<file path="src/rtl/payload_engine_pkg.sv">
// Payload engine shared types and widths.
// Index, vector and count sizes plus collector state.
package payload_engine_pkg;

  localparam int IDX_W = 5;
  localparam int VEC_W = 1 << IDX_W;
  localparam int CNT_W = $clog2(VEC_W + 1);

  typedef enum logic {
    ACCUM = 1'b0,
    WAIT  = 1'b1
  } col_state_t;

endpackage

</file>
<file path="src/rtl/idx_decode32.sv">
// Index to one-hot decoder with enable.
// Shared by payload engine blocks.
module idx_decode32
  import payload_engine_pkg::*;
(
  input  logic             en,
  input  logic [IDX_W-1:0] idx,
  output logic [VEC_W-1:0] onehot
);

  always_comb begin
    onehot = '0;
    if (en)
      onehot[idx] = 1'b1;
  end

endmodule

</file>
<file path="src/rtl/index_collector32.sv">
// Gathers serial match indices into a match vector.
// Accumulator and output register overlap packets.
module index_collector32
  import payload_engine_pkg::*;
(
  input  logic             clk,
  input  logic             rst,
  input  logic             ivld,
  input  logic [IDX_W-1:0] idx,
  input  logic             eop,
  output logic             irdy,
  output logic             dvld,
  output logic [VEC_W-1:0] dout,
  output logic [CNT_W-1:0] dcnt,
  input  logic             dack,
  output logic             ovf
);

  col_state_t       state;
  logic [VEC_W-1:0] acc;
  logic [CNT_W-1:0] acnt;
  logic [VEC_W-1:0] onehot;
  logic [VEC_W-1:0] vec;
  logic [CNT_W-1:0] cnt;
  logic             newbit;
  logic             out_free;

  idx_decode32 u_dec (
    .en     (ivld),
    .idx    (idx),
    .onehot (onehot)
  );

  always_comb begin
    vec      = acc | onehot;
    newbit   = |(onehot & ~acc);
    cnt      = acnt + CNT_W'(newbit);
    out_free = !dvld || dack;
  end

  always_ff @(posedge clk or posedge rst) begin
    if (rst) begin
      state <= ACCUM;
      acc   <= '0;
      acnt  <= '0;
      dout  <= '0;
      dcnt  <= '0;
      dvld  <= 1'b0;
      irdy  <= 1'b1;
      ovf   <= 1'b0;
    end else begin
      unique case (state)
        ACCUM: begin
          if (dack)
            dvld <= 1'b0;
          if (eop && vec != '0) begin
            if (out_free) begin
              dout <= vec;
              dcnt <= cnt;
              dvld <= 1'b1;
              acc  <= '0;
              acnt <= '0;
            end else begin
              acc   <= vec;
              acnt  <= cnt;
              state <= WAIT;
              irdy  <= 1'b0;
            end
          end else if (!eop) begin
            acc  <= vec;
            acnt <= cnt;
          end
        end
        WAIT: begin
          // Inputs are dropped while the closed vector waits
          if (ivld || eop)
            ovf <= 1'b1;
          if (dack) begin
            dout  <= acc;
            dcnt  <= acnt;
            dvld  <= 1'b1;
            acc   <= '0;
            acnt  <= '0;
            state <= ACCUM;
            irdy  <= 1'b1;
          end
        end
        default: state <= ACCUM;
      endcase
    end
  end

endmodule
</file>
<file path="config.mk">
export PLATFORM = sky130hd
export DESIGN_NAME = index_collector32
export DESIGN_NICKNAME = d
export VERILOG_FILES = /design/src/rtl/payload_engine_pkg.sv /design/src/rtl/idx_decode32.sv /design/src/rtl/index_collector32.sv
export SDC_FILE = /design/constraint.sdc
export NUM_CORES = 1
export LEC_CHECK = 0
export BUFFER_PORTS_ARGS = -buffer_cell sky130_fd_sc_hd__buf_2
export CORE_MARGIN = 2
export CORE_UTILIZATION = 45
export CTS_BUF_LIST = sky130_fd_sc_hd__clkbuf_8
export DETAILED_ROUTE_END_ITERATION = 16
export HOLD_SLACK_MARGIN = 0.05
export PLACE_DENSITY = 0.67
export SLEW_MARGIN = 20
export SYNTH_ARGS = -nofsm -noshare
export SYNTH_HDL_FRONTEND = slang
export SYNTH_HIERARCHICAL = 1
export SYNTH_SLANG_ARGS = --single-unit
</file>
<file path="constraint.sdc">
create_clock -name clk -period 3.34 [get_ports clk]
set_input_delay 0.501 -clock clk [delete_from_list [all_inputs] [get_ports clk]]
set_output_delay 0.501 -clock clk [all_outputs]
set_load 0.03 [all_outputs]
</file>
==> results of run 1 <==
[synth_stat cells, types with 3 or more instances]
cell | number | area, µm²
a22o_1 | 6 | 52.6
o211a_1 | 7 | 70.1
nor2_1 | 132 | 495
mux2i_1 | 28 | 280
a21oi_1 | 22 | 110
nand2b_1 | 22 | 138
a221oi_2 | 3 | 45.0
o22ai_1 | 17 | 106
nor4_1 | 19 | 119
nand2_1 | 40 | 150
clkbuf_1 | 24 | 90.1
nand4_1 | 5 | 31.3
a221oi_1 | 5 | 43.8
nand4bb_1 | 3 | 33.8
nand3_1 | 3 | 15.0
nor2b_1 | 4 | 25.0
o221a_2 | 5 | 56.3
o221ai_1 | 4 | 35.0
dfrtp_1 | 79 | 1980
buf_2 | 5 | 25.0
o21ai_0 | 6 | 30.0
a21o_1 | 6 | 45.0
and2_1 | 5 | 31.3
inv_1 | 43 | 161
nor3_1 | 24 | 120
a221o_1 | 23 | 230
nand4b_1 | 3 | 26.3
[routing by layer]
layer	vias up	share of wire, %	GRT usage, %
li1	2120	-	-
met1	2155	46	35.7
met2	158	46	41.1
met3	25	5.5	4.06
met4	0	2.3	9.43
met5	-	0	0
[path summary, 6_finish.rpt]
check                           depth (start not counted)  slack (ns)   start  endpoint
worst max-delay path                                   14        0.37  idx[0]   dcnt[4]
worst min-delay path                                    2        0.30     rst  dout[28]
worst max register to register                         10        0.66  acc[5]   dcnt[4]
worst min register to register                          1        0.47     ovf       ovf
max in group asynchronous                               3        2.30     rst  dout[27]
min in group clk                                        1        0.47     ovf       ovf
[kinds of logic (layout without fill, tap and decap cells)]
group	count (synthesis)	in the layout	synth area share, %
buf+inv	77	123	6.44
xor+xnor	4	4	0.727
compound gates	112	112	18.8
mux	30	30	6.28
simple gates	267	267	25.6
fa+ha+maj	2	2	0.519
flops	80	80	41.6
[where the power goes]
group / leakage [µW] / internal (µW) / total, µW / switching, µW
combinational: 0.00148 / 613 / 1790 / 1170
clock: 0.000103 / 334 / 700 / 366
sequential: 0.00107 / 1190 / 1400 / 207
total: 0.00265 / 2140 / 3890 / 1750
[sequential cells by signal (all words and copies together), names as in the netlist]
name   flops
irdy       1
acc       32
dout      32
dcnt       6
dvld       1
acnt       6
state      1
ovf        1
[area by class of cell]
type | count | area [µm²] | share of cell area (%)
Inverter | 44 | 168 | 3.11
Timing Repair Buffer | 64 | 368 | 6.82
Tap cell | 136 | 170 | 3.15
Clock inverter | 6 | 55.1 | 1.02
Clock buffer | 9 | 124 | 2.29
Sequential cell | 80 | 2000 | 37.1
Multi-Input combinational cell | 415 | 2510 | 46.5
[through the flow]
stage | hold WS [ns] | worst slack, ns | utilization, % | std cells | cell area (µm²)
after floorplan | 0.497 | 0.444 | - | 572 | 4820
after global placement | 0.447 | 0.158 | 50.3 | 739 | 5220
after detailed placement | 0.451 | 0.0457 | 50.3 | 739 | 5220
after CTS | 0.419 | 0.416 | 52.0 | 754 | 5400
after global routing | 0.371 | 0.133 | 52.1 | 754 | 5400
final | 0.297 | 0.374 | 52.1 | 754 | 5400
==> flow_summary.ini, run 1 <==
[synth]
syn_area_um2 = 4820
synth_flop_cell = dfrtp_1
syn_avg_cell_area_um2 = 8.43
yosys_register_bits = 80
syn_inst = 572
synth_edf_count = 0
yosysUniqueCellTypes = 46
yosysWarnings = 6
synth_nets = 584
ys_seq_area_share_pct = 41.6
async_reset_ff_share_pct = 100

[setup_path]
critPathMaxFanout = 8
crit_chain = buf_2 > nand2b_1 > nor2_1 > inv_1 > o22ai_1 > or4_1 > nor4_1 > nand3_1 > ha_1 > ha_1 > nand3_1 > nor2_1 > xor2_1 > a221o_1
crit_arrival_ns = 3.22
endpoint_kind = flop
criticalPathCategory = in2reg
cp_num_buf_inv = 2
crit_required_ns = 3.59
cpMaxStageDelayCell = or4_1
cp_slowest_stage_delay_ns = 0.50
critPathTopFamily = simple AND/OR/NAND/NOR gates
start_kind = primary input

[timing]
max_freq_ghz = 0.337
rsz0062_at_grt = no
finalClockSkew_ns = 0.0125
period_minus_slack_ns = 2.97
finalHoldViolCount = 0
max-slew-margin-rel_pct = 46.9
finalSetupViolCount = 0
fin_crit_sh_pct = 88.8
drv_slew = 0
setup_tns_ns = 0
worst_slew_pin_slew_ns = 0.797

[route]
wl_per_cell_um = 18.7
post_drt_via_cell_ratio = 5.91
first_pass_iters = 5
drc = 0
drtIter0Drc = 363
num_vias = 4458
drtAntennaViolNets = 0
routed_wl_mm = 14.1

[place]
port_buffers = 50
place_congestion = 0.924
hpwl_mm = 10.1

[grt]
grt_remaining_overflow = 0
grt_max_degree = 64
grt_use_total_pct = 25.9
grt_pass1_vias = 4301
grt_pass1_wl_mm = 23.4
antenna_found_initial = 0

[power]
p_leak_uw = 0.00265
max-vdd-ir-drop_v = 0.000385
report.power.total_uw = 3890
p_per_area_nw_per_um2 = 720

[cells_and_area]
areaGrowthSynthToFinish_pct = 12.0
diodes = 0
layout_commonest_cell = nor2_1
n_fill_cell = 991
drive_gt1_share_pct = 15.0
layout.nets = 626
most-common-layout-cells = nor2_1, dfrtp_1, buf_2

[floorplan]
die_w_um = 107
rows = 37
core-area_um2 = 10400
die_h_um = 107
ios = 51
initial_core_util_pct = 46.5
die-area_um2 = 11600

[clocking]
h-tree-depth = 3
cts_sinks = 80
post_cts_resized = 0
numCtsBuffers = 9
cts_buffer_depth = 2
cts_root_buffer = clkbuf_8
path_clk_slew_ns = 0.09
postCtsHoldBufs = 0
postCtsSetupBuffers = 0
clk_latency_ns = 0.37
tritoncts = built

[flow_run]
drv_cap = 0

[status]
status = finished clean

[hold_path]
hold_class = in2async
Note: power is estimated with default switching activity, not from simulation.
==> inputs of run 2 (changes only) <==
CORE_UTILIZATION = 42   (was 45)
PLACE_DENSITY = 0.63   (was 0.67)
==> flow_summary.ini, run 2 (synthesized netlist as in run 1, its figures left out) <==
[cells_and_area]
layout_commonest_cell = nor2_1
drive_gt1_share_pct = 15.5
areaGrowthSynthToFinish_pct = 12.7
instances_no_fill = 763
final_core_utilization_pct = 48.0
most-common-layout-cells = nor2_1, dfrtp_1, buf_2
diodes = 0
layout.nets = 627
reg_top3 = acc (32), dout (32)

[grt]
grt_remaining_overflow = 0
grt_pass1_vias = 4219
grt_pass1_wl_mm = 22.9
antenna_found_initial = 0
grt_max_degree = 81
grt_use_total_pct = 23.2

[timing]
rsz0062_at_grt = no
finalHoldViolCount = 0
finalSetupViolCount = 0
max_freq_ghz = 0.342
setup_tns_ns = 0
period_minus_slack_ns = 2.92
max-slew-margin-rel_pct = 51.6
drv_slew = 0
fin_crit_sh_pct = 87.5
worst_slew_pin_slew_ns = 0.725
finalClockSkew_ns = 0.00884

[clocking]
tritoncts = built
post_cts_resized = 0
cts_root_buffer = clkbuf_8
numCtsBuffers = 9
path_clk_slew_ns = 0.08
clk_latency_ns = 0.38
postCtsHoldBufs = 0
cts_buffer_depth = 2
h-tree-depth = 3
postCtsSetupBuffers = 0
cts_sinks = 80

[place]
place_congestion = 0.945
hpwl_mm = 9.86
dp.cells = 747
port_buffers = 50

[route]
routed_wl_mm = 13.8
drtIter0Drc = 403
drtAntennaViolNets = 0
drc = 0
first_pass_iters = 5
num_vias = 4457
wl_per_cell_um = 18.1
post_drt_via_cell_ratio = 5.84

[setup_path]
cp_slowest_stage_delay_ns = 0.50
start_kind = primary input
r2r_slack_ns = 0.67
setup.worst_path.start = idx[0]
cpMaxStageDelayCell = or4_1
cp_num_buf_inv = 2
endpoint_kind = flop
criticalPathCategory = in2reg
critPathMaxFanout = 8
crit_required_ns = 3.60
critPathTopFamily = simple AND/OR/NAND/NOR gates
r2r_start = acc[5]
crit_arrival_ns = 3.18
crit_chain = buf_2 > nand2b_1 > nor2_1 > inv_1 > o22ai_1 > or4_1 > nor4_1 > nand3_1 > ha_1 > ha_1 > nand3_1 > nor2_1 > xor2_1 > a221o_1

[power]
max-vdd-ir-drop_v = 0.000429
p_leak_uw = 0.00266
report.power.total_uw = 3860
p_per_area_nw_per_um2 = 710

[floorplan]
die_w_um = 111
rows = 39
ios = 51
initial_core_util_pct = 42.6
die-area_um2 = 12300
core-area_um2 = 11300
die_h_um = 111

[status]
status = finished clean

[hold_path]
hold_class = in2async

[flow_run]
drv_cap = 0
## run 2: worst paths after layout
check                            to  depth (start not counted)
max                         dcnt[4]                         14
min                         dout[5]                          3
max reg2reg                 dcnt[4]                         10
min reg2reg                     ovf                          1
max in group asynchronous  dout[15]                          3
min in group clk                ovf                          1
## run 2: where the power goes
group          internal [µW]  leakage (µW)  switching [µW]
sequential              1190       0.00107             199
clock                    325      0.000101             363
combinational            604       0.00149            1170
total                   2120       0.00266            1730
## run 2: through the flow
step                      hold WS (ns)  instance area, µm²  setup slack, ns
after detailed placement         0.453                5250           0.0838
after global placement           0.450                5250            0.154
final                            0.190                5430            0.418
after floorplan                  0.497                4820            0.444
after global routing             0.237                5430            0.255
after CTS                        0.209                5430            0.486
## run 2: metal layers
layer  routed length [µm]  global-route usage [%]
met5                    0                       0
met4                  490                    11.3
met3                  788                    4.26
met2                 6290                    36.2
met1                 6240                    31.2
## run 2: final cells by class
class                   instances  area (µm²)
fillers                      1113        5890
clock buffers                  12         165
clock inverters                 4        20.0
well taps                     143         179
repair buffers                 65         388
flip-flops and latches         80        2000
multi-input cells             415        2510
inverters                      44         166
## run 2: tightest hold or removal path, cell delays in order
cell and delay, ns:
buf_2 0.10, clkinv_2 0.05, buf_12 0.34
==> inputs of run 3 (changes only) <==
clock period = 3.2 ns   (was 3.34 ns; I/O delays follow)
==> flow_summary.ini, run 3 (synthesized netlist as in run 1, its figures left out) <==
[timing]
setup_tns_ns = 0
max_freq_ghz = 0.356
max-slew-margin-rel_pct = 50.2
worst_slack_ns = 0.393
finalClockSkew_ns = 0.0103
fin_crit_sh_pct = 87.7
worst_slew_pin_slew_ns = 0.748
drv_slew = 0
period_minus_slack_ns = 2.81
rsz0062_at_grt = no
finalHoldViolCount = 0
finalSetupViolCount = 0

[setup_path]
endpoint = dcnt[5]
cp_slowest_stage_delay_ns = 0.53
crit_arrival_ns = 3.08
endpoint_kind = flop
cpMostUsedCell = and3_1
crit_chain = buf_2 > or4b_1 > nor2_1 > inv_1 > o22ai_1 > or4_1 > nor4_1 > nand3_1 > ha_1 > and3_1 > and3_1 > nand2_1 > xnor2_1 > a221o_1
r2r_slack_ns = 0.55
setup.worst_path.start = ivld
rr_endpoint = dcnt[5]
crit_required_ns = 3.47
critPathMaxFanout = 9
criticalPathCategory = in2reg
cpMaxStageDelayCell = or4_1
r2r_start = acc[0]
reg2reg_depth = 10
start_kind = primary input

[place]
port_buffers = 50
hpwl_mm = 10.0
place_congestion = 0.916
place_ws_ns = 0.0207
dp.cells = 758

[clocking]
path_clk_slew_ns = 0.08
postCtsHoldBufs = 0
cts_sinks = 80
numCtsBuffers = 9
h-tree-depth = 3
clk_latency_ns = 0.38
tritoncts = built
post_cts_resized = 0
postCtsSetupBuffers = 0
cts_root_buffer = clkbuf_8
cts_buffer_depth = 2

[cells_and_area]
final_core_utilization_pct = 48.4
layout.nets = 638
drive_gt1_share_pct = 17.0
areaGrowthSynthToFinish_pct = 13.8
reg_top3 = acc (32), dout (32)
instances_no_fill = 774
diodes = 0
layout_commonest_cell = nor2_1
most-common-layout-cells = nor2_1, dfrtp_1, buf_2

[route]
drc = 0
post_drt_via_cell_ratio = 5.62
wl_per_cell_um = 17.8
drtIter0Drc = 222
routed_wl_mm = 13.8
num_vias = 4352
first_pass_iters = 4
drtAntennaViolNets = 0

[floorplan]
die-area_um2 = 12300
core-area_um2 = 11300
rows = 39
die_w_um = 111
initial_core_util_pct = 42.6
die_h_um = 111
ios = 51

[power]
max-vdd-ir-drop_v = 0.000421
report.power.total_uw = 4010
p_per_area_nw_per_um2 = 731
p_leak_uw = 0.00270

[grt]
grt_remaining_overflow = 0
grt_pass1_vias = 4116
grt_use_total_pct = 22.8
grt_max_degree = 81
antenna_found_initial = 0
grt_pass1_wl_mm = 22.4

[hold_path]
hold_class = in2async

[flow_run]
drv_cap = 0

[status]
status = finished clean
[run 3: per-stage QoR]
| step | cell area, µm² | hold WS, ns |
|---|---|---|
| after floorplan | 4820 | 0.497 |
| after global placement | 5300 | 0.451 |
| after detailed placement | 5300 | 0.459 |
| after CTS | 5480 | 0.456 |
| after global routing | 5480 | 0.359 |
| final | 5480 | 0.281 |
[run 3: power by group]
part	internal, µW	total (µW)	switching, µW	leakage [µW]
registers	1250	1450	206	0.00107
logic	631	1860	1230	0.00153
clock network	316	700	384	0.0000977
total	2190	4010	1820	0.00270
[run 3: area by class of cell]
| type | count | area (µm²) |
|---|---|---|
| Clock buffer | 11 | 151 |
| Inverter | 44 | 166 |
| Multi-Input combinational cell | 415 | 2510 |
| Timing Repair Buffer | 76 | 449 |
| Sequential cell | 80 | 2000 |
| Tap cell | 143 | 179 |
| Fill cell | 1131 | 5840 |
| Clock inverter | 5 | 25.0 |
[run 3: worst min path at each step]
stage          endpoint  depth (start not counted)    start
6_report        dout[5]                          3      rst
5_1_grt         dout[5]                          3      rst
4_1_cts         dout[0]                          3      rst
3_5_place_dp        ovf                          1      ovf
3_3_place_gp        ovf                          1      ovf
2_1_floorplan   acnt[0]                          1  acnt[0]
[run 3: critical path, delay by kind of cell]
kind / cells / cell delay, ns
AND/OR/NAND/NOR: 8 / 1.73
AO/OA/AOI/OAI: 2 / 0.35
adder cells (fa/ha/maj): 1 / 0.24
XOR/XNOR: 1 / 0.07
buffers and inverters: 2 / 0.21
[run 3: layer usage]
layer	part of all wire (%)	wire length, µm	GRT usage, %	vias up
met4	2.1	291	9.38	0
met1	48	6620	31.8	2108
li1	-	-	-	2135
met2	46	6320	35.7	89
met3	3.8	522	3.34	20
met5	0	0	0	-
